==> config.mk <==
export PLATFORM = sky130hd
export DESIGN_NAME = pcu_multiway
export DESIGN_NICKNAME = d
export VERILOG_FILES = /design/src/rtl/pcu_multiway.sv
export SDC_FILE = /design/constraint.sdc
export NUM_CORES = 1
export LEC_CHECK = 0
export ABC_AREA = 1
export BUFFER_PORTS_ARGS = -buffer_cell sky130_fd_sc_hd__buf_2
export CAP_MARGIN = 0
export CELL_PAD_IN_SITES_DETAIL_PLACEMENT = 0
export CELL_PAD_IN_SITES_GLOBAL_PLACEMENT = 1
export CORE_ASPECT_RATIO = 0.7
export CORE_MARGIN = 5
export CORE_UTILIZATION = 35
export DETAILED_ROUTE_END_ITERATION = 10
export PLACE_DENSITY_LB_ADDON = 0.08
export SLEW_MARGIN = 20
export SYNTH_ARGS = -nofsm -noshare
export SYNTH_HDL_FRONTEND = slang
export SYNTH_SLANG_ARGS = --single-unit
export TNS_END_PERCENT = 10
==> constraint.sdc <==
create_clock -name clk -period 4.8 [get_ports clk]
set_clock_uncertainty 0.2 [all_clocks]
set_input_delay 0.24 -clock clk [delete_from_list [all_inputs] [get_ports clk]]
set_output_delay 0.24 -clock clk [all_outputs]
set_load 0.05 [all_outputs]
==> src/rtl/pcu_multiway.sv <==
// pcu_multiway: multi-way fetch-address generator.
// Issues one aligned fetch group (WAYS instructions) per cycle, keeps the
// in-flight addresses in a small FIFO and, on a redirect, flushes the FIFO
// and discards the matching number of late bus responses.
// Optional macro PCU_PERF_CNT_EN adds issue/flush/stall counters.
module pcu_multiway #(
    parameter int                ADDR_W          = 32,
    parameter int                WAYS            = 2,
    parameter int                MAX_OUTSTANDING = 4,
    parameter logic [ADDR_W-1:0] RESET_PC        = '0
) (
    input  logic              clk,
    input  logic              reset,
    input  logic              ready_i,
    input  logic              dataOk_i,
    input  logic              jumpFlag_i,
    input  logic [ADDR_W-1:0] jumpAddr_i,
    output logic              request_o,
    output logic [ADDR_W-1:0] reqAddr_o,
    output logic              valid_o,
    output logic [ADDR_W-1:0] instAddr_o,
    output logic [WAYS-1:0]   wayMask_o
`ifdef PCU_PERF_CNT_EN
    ,
    output logic [31:0]       issueCnt_o,
    output logic [31:0]       flushCnt_o,
    output logic [31:0]       stallCnt_o
`endif
);

    localparam int GRP_B = WAYS * 4;
    localparam int PTR_W = $clog2(MAX_OUTSTANDING);
    localparam int CNT_W = PTR_W + 1;
    localparam logic [CNT_W:0]    MAX_V    = (CNT_W+1)'(MAX_OUTSTANDING);
    localparam logic [ADDR_W-1:0] GRP_V    = ADDR_W'(GRP_B);
    localparam logic [ADDR_W-1:0] GRP_MASK = ~(ADDR_W'(GRP_B - 1));

    // Address/mask FIFO storage and pointers
    logic [ADDR_W-1:0] fifo_addr_q [MAX_OUTSTANDING];
    logic [WAYS-1:0]   fifo_mask_q [MAX_OUTSTANDING];
    logic [PTR_W-1:0]  wr_ptr_q, wr_ptr_d, rd_ptr_q, rd_ptr_d;
    logic [CNT_W-1:0]  cnt_q, cnt_d, drop_q, drop_d;

    logic [ADDR_W-1:0] pc_q, pc_d;
    logic              request_q, request_d, valid_q, valid_d;
    logic [ADDR_W-1:0] req_addr_q, req_addr_d, inst_addr_q, inst_addr_d;
    logic [WAYS-1:0]   way_mask_q, way_mask_d;

    logic [CNT_W:0]    inflight;
    logic              resp_act, can_issue, pop, drop_resp;
    logic [WAYS-1:0]   issue_mask;

    assign inflight  = {1'b0, cnt_q} + {1'b0, drop_q};
    assign resp_act  = dataOk_i & (inflight != '0);
    assign can_issue = ready_i & ~jumpFlag_i & (inflight < MAX_V);
    // A response either retires the FIFO head or burns a flushed slot.
    assign pop       = resp_act & ~jumpFlag_i & (drop_q == '0);
    assign drop_resp = resp_act & ~pop;

    // Slots below the PC's offset inside its group are not usable.
    generate
        if (WAYS == 1) begin : g_mask_one
            assign issue_mask = 1'b1;
        end else begin : g_mask_multi
            logic [$clog2(WAYS)-1:0] off;
            assign off        = pc_q[$clog2(WAYS)+1:2];
            assign issue_mask = ~((WAYS'(1) << off) - WAYS'(1));
        end
    endgenerate

    // Next-state for PC, FIFO bookkeeping, drop counter and outputs
    always_comb begin
        pc_d        = pc_q;
        wr_ptr_d    = wr_ptr_q;
        rd_ptr_d    = rd_ptr_q;
        cnt_d       = cnt_q;
        drop_d      = drop_q;
        request_d   = can_issue;
        req_addr_d  = req_addr_q;
        valid_d     = 1'b0;
        inst_addr_d = inst_addr_q;
        way_mask_d  = way_mask_q;

        if (can_issue) begin
            req_addr_d = pc_q;
        end

        if (jumpFlag_i) begin
            // Everything in the FIFO becomes stale; a same-cycle response
            // already consumes one of those stale slots.
            pc_d     = {jumpAddr_i[ADDR_W-1:2], 2'b00};
            wr_ptr_d = '0;
            rd_ptr_d = '0;
            cnt_d    = '0;
            drop_d   = drop_q + cnt_q - CNT_W'(resp_act);
        end else begin
            if (can_issue) begin
                pc_d     = (pc_q & GRP_MASK) + GRP_V;
                wr_ptr_d = wr_ptr_q + 1'b1;
            end
            if (drop_resp) begin
                drop_d = drop_q - 1'b1;
            end
            if (pop) begin
                valid_d     = 1'b1;
                inst_addr_d = fifo_addr_q[rd_ptr_q];
                way_mask_d  = fifo_mask_q[rd_ptr_q];
                rd_ptr_d    = rd_ptr_q + 1'b1;
            end
            cnt_d = cnt_q + CNT_W'(can_issue) - CNT_W'(pop);
        end
    end

    // Control state and registered outputs
    always_ff @(posedge clk or posedge reset) begin
        if (reset) begin
            pc_q        <= RESET_PC;
            wr_ptr_q    <= '0;
            rd_ptr_q    <= '0;
            cnt_q       <= '0;
            drop_q      <= '0;
            request_q   <= 1'b0;
            req_addr_q  <= '0;
            valid_q     <= 1'b0;
            inst_addr_q <= '0;
            way_mask_q  <= '0;
        end else begin
            pc_q        <= pc_d;
            wr_ptr_q    <= wr_ptr_d;
            rd_ptr_q    <= rd_ptr_d;
            cnt_q       <= cnt_d;
            drop_q      <= drop_d;
            request_q   <= request_d;
            req_addr_q  <= req_addr_d;
            valid_q     <= valid_d;
            inst_addr_q <= inst_addr_d;
            way_mask_q  <= way_mask_d;
        end
    end

    // FIFO payload write; contents are only meaningful under cnt_q
    always_ff @(posedge clk) begin
        if (can_issue) begin
            fifo_addr_q[wr_ptr_q] <= pc_q;
            fifo_mask_q[wr_ptr_q] <= issue_mask;
        end
    end

    assign request_o  = request_q;
    assign reqAddr_o  = req_addr_q;
    assign valid_o    = valid_q;
    assign instAddr_o = inst_addr_q;
    assign wayMask_o  = way_mask_q;

`ifdef PCU_PERF_CNT_EN
    logic [31:0] issue_cnt_q, flush_cnt_q, stall_cnt_q;
    logic        stall;

    assign stall = ready_i & ~jumpFlag_i & (inflight == MAX_V);

    // Free-running event counters, wrap at 2^32
    always_ff @(posedge clk or posedge reset) begin
        if (reset) begin
            issue_cnt_q <= '0;
            flush_cnt_q <= '0;
            stall_cnt_q <= '0;
        end else begin
            issue_cnt_q <= issue_cnt_q + 32'(can_issue);
            flush_cnt_q <= flush_cnt_q + 32'(drop_resp);
            stall_cnt_q <= stall_cnt_q + 32'(stall);
        end
    end

    assign issueCnt_o = issue_cnt_q;
    assign flushCnt_o = flush_cnt_q;
    assign stallCnt_o = stall_cnt_q;
`endif

endmodule

==> results of run 1 <==
cells by family after synthesis:
logic type / count (synthesis)
AO/OA/AOI/OAI: 113
XOR/XNOR: 14
adder cells (fa/ha/maj): 18
buffers and inverters: 105
flip-flops: 228
other: 1
AND/OR/NAND/NOR: 536
layer usage:
layer / up-vias / track usage / part of all wire
li1: 3613 / - / -
met1: 3443 / 0.256 / 0.52
met2: 130 / 0.245 / 0.42
met3: 26 / 0.0201 / 0.038
met4: 0 / 0.0290 / 0.017
met5: - / 0 / 0
layout by cell type, fill, tap and decap left out, types with 3 or more instances in the layout:
master	synthesis	routed
nand2_1	314	314
nor2_1	167	163
edfxtp_1	124	124
dfrtp_1	104	104
buf_2	9	98
inv_1	53	52
o21ai_0	47	47
nand3_1	41	41
dlygate4sd3_1	0	36
o32ai_1	31	31
clkbuf_16	0	24
o21ai_1	20	20
ha_1	15	15
xor2_1	9	9
buf_4	10	9
nor2_2	3	7
clkinv_1	0	6
o22ai_1	5	5
a21oi_1	5	5
clkinv_2	0	5
clkbuf_1	25	5
inv_2	4	4
xnor2_1	4	4
nand4_1	4	4
o211ai_1	4	4
conb_1	1	4
fa_1	3	3
per-stage QoR:
stage	utilization	hold WS [ns]	area, um2
floorplan	-	0.167	10000
global placement	0.388	0.242	10800
detailed placement	0.388	0.252	10800
CTS	0.427	0.264	11900
global route	0.427	0.289	11900
finish	0.427	0.258	11900
critical path: cells and delay by family (launching register included):
family	cells	cell delay [ns]
adder cells (fa/ha/maj)	2	0.66
flip-flops	1	0.41
XOR/XNOR	1	0.36
AND/OR/NAND/NOR	4	0.71
buffers and inverters	3	0.95
layout make-up:
class                           count  area [um2]  share of cell area
Sequential cell                   228        6330               0.530
Multi-Input combinational cell    685        3240               0.271
Timing Repair Buffer              145         958              0.0803
Clock buffer                       29         619              0.0519
Tap cell                          371         464              0.0389
Inverter                           58         223              0.0187
Clock inverter                     15         110             0.00922
sequential cells by signal, summed over array words and instances (netlist names):
signal       count
reqAddr_o       30
fifo_mask_q      4
valid_o          1
rd_ptr_q         2
cnt_q            3
fifo_addr_q    120
instAddr_o      30
request_o        1
wayMask_o        2
wr_ptr_q         2
drop_q           3
pc_q            30
path summary, 6_finish.rpt:
| path | slack, ns | depth (start not counted) | end | from |
|---|---|---|---|---|
| setup reg to reg | 1.40 | 10 | pc_q[20]$_DFFE_PP0P_ | cnt_q[0]$_DFF_PP0_ |
| max in group asynchronous | 3.04 | 4 | pc_q[21]$_DFFE_PP0P_ | reset |
| hold / removal | 0.26 | 1 | wayMask_o[1]$_DFFE_PP0P_ | wayMask_o[1]$_DFFE_PP0P_ |
| hold reg to reg | 0.26 | 1 | wayMask_o[1]$_DFFE_PP0P_ | wayMask_o[1]$_DFFE_PP0P_ |
| setup / recovery | 1.40 | 10 | pc_q[20]$_DFFE_PP0P_ | cnt_q[0]$_DFF_PP0_ |
| min in group asynchronous | 0.27 | 3 | instAddr_o[5]$_DFFE_PP0P_ | reset |
power groups by stage:
stage          clock network (uW)  registers, uW  logic (uW)
2_1_floorplan                   0           3750        1140
3_3_place_gp                    0           3080        2560
3_5_place_dp                    0           3080        2560
4_1_cts                      1800           3050        2600
5_1_grt                      1890           3110        2820
6_report                     1730           3050        2550
==> impl_metrics.toml, run 1 <==
[run_status]
status = "finished clean"

[sta]
fin_crit_sh = 0.709
report.final.slew_viol_count = 0
finalHoldViolations = 0
rsz0062_at_grt = "false"
final-setup-viol-count = 0
min_period_ns = 3.40
max_freq_mhz = 294
worstMarginPinSlew_ns = 0.866
slew-limit-headroom = 0.423
setup_ws_ns = 1.40
finalSetupTns_ns = 0

[logic_synthesis]
yosysTopAreaCellShare = 0.373
yosys-mux-area-fraction = 0
synth_xor_area_frac = 0.0130
synth_compound_area_frac = 0.0700
synthSimpleGateAreaFrac = 0.214
post-synth-top-area-cell = "edfxtp_1"
synth-seq-cells = 228
yosysSeqAreaShare = 0.634
ys.warnings.count = 0
synth_cells = 1015
syn_avg_cell_area_um2 = 9.84
synthTopCellsByCount = "314 x nand2_1, 167 x nor2_1, 124 x edfxtp_1, 104 x dfrtp_1, 53 x inv_1"
synth_area_um2 = 9990
synth-edff-count = 124
synth_top_family_by_area = "simple AND/OR/NAND/NOR gates"
synth_top_cells_by_area = "edfxtp_1 37%, dfrtp_1 26%, nand2_1 12%"
yosysMostFrequentCell = "nand2_1"
synth_adder_area_share = 0.0248
synth_flop_cell = "edfxtp_1"
ys_types = 33
async_flop_share = 0.456

[route]
via_count = 7212
drt-initial-drc-count = 412
wirelength_um = 25800
ant_nets = 0
firstDrtPassIters = 5
via_per_inst = 4.71
wl_per_cell_um = 16.8
drc = 0

[power]
p_leak_uw = 0.00516
sequentialPowerShare = 0.416
combPwrFrac = 0.347
power_density_nw_per_um2 = 614
p_switching_uw = 3050
p_sw_frac = 0.417
power_uw = 7330
power.clock.fraction = 0.237
ir_worst_vdd_v = 0.000285
p_int_uw = 4270

[global_routing]
grt_pass1_vias = 7000
grt_overflow = 0
grt_pass1_wl_um = 41100
track_usage = 0.163
antenna_found_initial = 0
grt_max_degree = 65

[clock_network]
htreeDepth = 1
cts_buffers = 24
cts.path.max_buffers = 3
clock_latency_ns = 0.52
root_buffer = "clkbuf_16"
cts_tree = "yes"
cts_hold_buffers = 36
clock_sink_count = 228
clk_pin_slew_ns = 0.06
ctsResizeCount = 0
postCtsSetupBuffers = 0

[min_path]
worstHoldPathType = "reg2reg"

[worst_setup_path]
endpoint_kind = "flip-flop"
critical_path.max_stage_delay_ns = 0.54
cp.arrival_ns = 3.62
path_cells = "ha_1 > fa_1 > xnor2_2 > nand3_4 > buf_4 > nand2_4 > nand3_1 > nand2_1 > dlygate4sd3_1 > inv_1"
worstSetupPathType = "reg2reg"
worstPathRequired_ns = 5.01
start_kind = "flip-flop"
cp_slowest_cell = "dlygate4sd3_1"
crit_path_max_fanout = 42

[job]
maxCapViolations = 0

[place]
place_congestion = 0.770
pre_cts_slack_ns = 1.48
port_buffers = 98
dp_cells = 1451
place_hpwl_um = 16500

[floorplanning]
io_pins = 105
start_util = 0.357
core_um2 = 27900
dieArea_um2 = 32100
core.rowCount = 51
die_h_um = 151
die_w_um = 212

[finish]
fill_cells = 2795
antenna_cells = 0
nets = 1197
drive_above_1_share = 0.139
stdcell_count = 1531
syn_to_final_growth_pct = 19.5
No activity file was read; power rests on OpenSTA's default activity.
==> run 2: changes to the inputs <==
Clock period 4.8 ns to 3.55 ns, I/O delays scaled along.
==> run 2 against run 1 <==
Net effect: power is 38% higher; clock-buffer cell count is 4 higher; worst setup slack worse by 1.1 ns; global-route usage is 0.49 points higher; largest power group unchanged.
==> impl_metrics.toml, run 2 (synthesized netlist as in run 1, its figures left out) <==
[floorplanning]
io_pins = 105
dieArea_um2 = 32100
core.rowCount = 51
die_w_um = 212
core_um2 = 27900
start_util = 0.357
die_h_um = 151

[global_routing]
grt_overflow = 0
antenna_found_initial = 0
grt_pass1_vias = 7217
grt_max_degree = 73
track_usage = 0.168
grt_pass1_wl_um = 42100

[min_path]
worstHoldPathType = "in2async"

[clock_network]
ctsResizeCount = 0
htreeDepth = 1
postCtsSetupBuffers = 0
cts.path.max_buffers = 3
cts_tree = "yes"
root_buffer = "clkbuf_16"
clock_sink_count = 228
clock_latency_ns = 0.54
clk_pin_slew_ns = 0.06
cts_buffers = 25

[finish]
final_cell_mix = "314 x nand2_1, 163 x nor2_1, 124 x edfxtp_1"
drive_above_1_share = 0.144
stdcell_count = 1542
final_common_cell = "nand2_1"
max_flop_register = "fifo_addr_q"
largest_reg_flops = 120
nets = 1206
syn_to_final_growth_pct = 21.4

[worst_setup_path]
endpoint_kind = "flip-flop"
cpMostUsedCell = "buf_4"
r2r_setup_slack_ns = 0.26
cp_slowest_cell = "dlygate4sd3_1"
worstPathRequired_ns = 3.82
critical_path.max_stage_delay_ns = 0.55
path_cells = "ha_1 > fa_1 > xnor2_2 > buf_4 > nand3_4 > buf_4 > buf_4 > o22ai_1 > a21oi_1 > dlygate4sd3_1"
cp.arrival_ns = 3.56
start_kind = "flip-flop"
worstSetupPathType = "reg2reg"
crit_path_max_fanout = 38

[route]
firstDrtPassIters = 5
drc = 0
drt-initial-drc-count = 389
ant_nets = 0
via_count = 7272
wirelength_um = 26300
wl_per_cell_um = 17.0
via_per_inst = 4.72

[sta]
rsz0062_at_grt = "false"
slew-limit-headroom = 0.499
max_freq_mhz = 304
finalHoldViolations = 0
final-setup-viol-count = 0
setup_ws_ns = 0.264
min_period_ns = 3.29
worstMarginPinSlew_ns = 0.751
fin_crit_sh = 0.926
finalSetupTns_ns = 0
report.final.slew_viol_count = 0

[place]
dp_cells = 1455
port_buffers = 98
pre_cts_slack_ns = 0.435
place_hpwl_um = 16600
place_congestion = 0.772

[power]
power_uw = 10100
power.clock.fraction = 0.248
sequentialPowerShare = 0.407
power_density_nw_per_um2 = 836
p_switching_uw = 4210
p_sw_frac = 0.415
ir_worst_vdd_v = 0.000334
combPwrFrac = 0.345
p_leak_uw = 0.00524
p_int_uw = 5930

[run_status]
status = "finished clean"

[job]
maxCapViolations = 0
run 2: cell count changes in the layout (fill, tap and decap cells not counted), sizes merged:
cell         before  now
dlygate4sd3      36   40
buf             109  113
clkbuf           29   33
clkinv           13    9
diode             0    1
inv              58   60
run 2: cell type report:
class | count | area, um2
inverters | 58 | 225
repair buffers | 153 | 1080
diodes | 1 | 2.50
flip-flops and latches | 228 | 6330
well taps | 371 | 464
clock inverters | 13 | 110
clock buffers | 33 | 676
fillers | 2796 | 15800
multi-input cells | 685 | 3240
run 2: critical path, delay by kind of cell (launching register included):
kind / cells / cell delay (ns)
buffers and inverters: 4 / 1.45
adders and majority gates: 2 / 0.66
DFF: 1 / 0.40
AOI/OAI and AO/OA: 2 / 0.27
xor gates and xnor gates: 1 / 0.17
and+or+nand+nor: 1 / 0.07
run 2: routing by layer:
layer | vias up | track usage | wire (um) | part of all wire
met4 | 0 | 0.0351 | 442 | 0.017
met3 | 36 | 0.0269 | 1070 | 0.041
met5 | - | 0 | 0 | 0
li1 | 3644 | - | - | -
met2 | 126 | 0.245 | 11000 | 0.42
met1 | 3466 | 0.263 | 13800 | 0.53
run 2: power by group through the flow:
stage / clock [uW] / sequential, uW / combinational (uW)
floorplan: 0 / 5070 / 1540
detailed placement: 0 / 4180 / 3500
CTS: 2590 / 4130 / 3560
finish: 2510 / 4130 / 3500
global route: 2710 / 4230 / 3880
global placement: 0 / 4180 / 3500
run 2: stage by stage:
stage / util / hold slack [ns] / instance area [um2]
detailed placement: 0.391 / 0.212 / 10900
global placement: 0.391 / 0.209 / 10900
finish: 0.434 / 0.111 / 12100
floorplan: - / 0.104 / 10000
global route: 0.433 / 0.183 / 12100
CTS: 0.433 / 0.174 / 12100
run 2: repair_timing:
action,4_1_cts,5_1_grt
hold endpoints to repair,105,0
setup endpoints to repair,0,0
hold buffers,40,0
run 2: final timing paths:
check,from,endpoint,cells past startpoint
worst max-delay path,cnt_q[0]$_DFF_PP0_,pc_q[7]$_DFFE_PP0P_,10
worst min-delay path,reset,reqAddr_o[9]$_DFFE_PP0P_,3
worst max register to register,cnt_q[0]$_DFF_PP0_,pc_q[7]$_DFFE_PP0P_,10
worst min register to register,wayMask_o[1]$_DFFE_PP0P_,wayMask_o[1]$_DFFE_PP0P_,1
max in group asynchronous,reset,instAddr_o[16]$_DFFE_PP0P_,4
min in group clk,jumpAddr_i[22],pc_q[22]$_DFFE_PP0P_,4
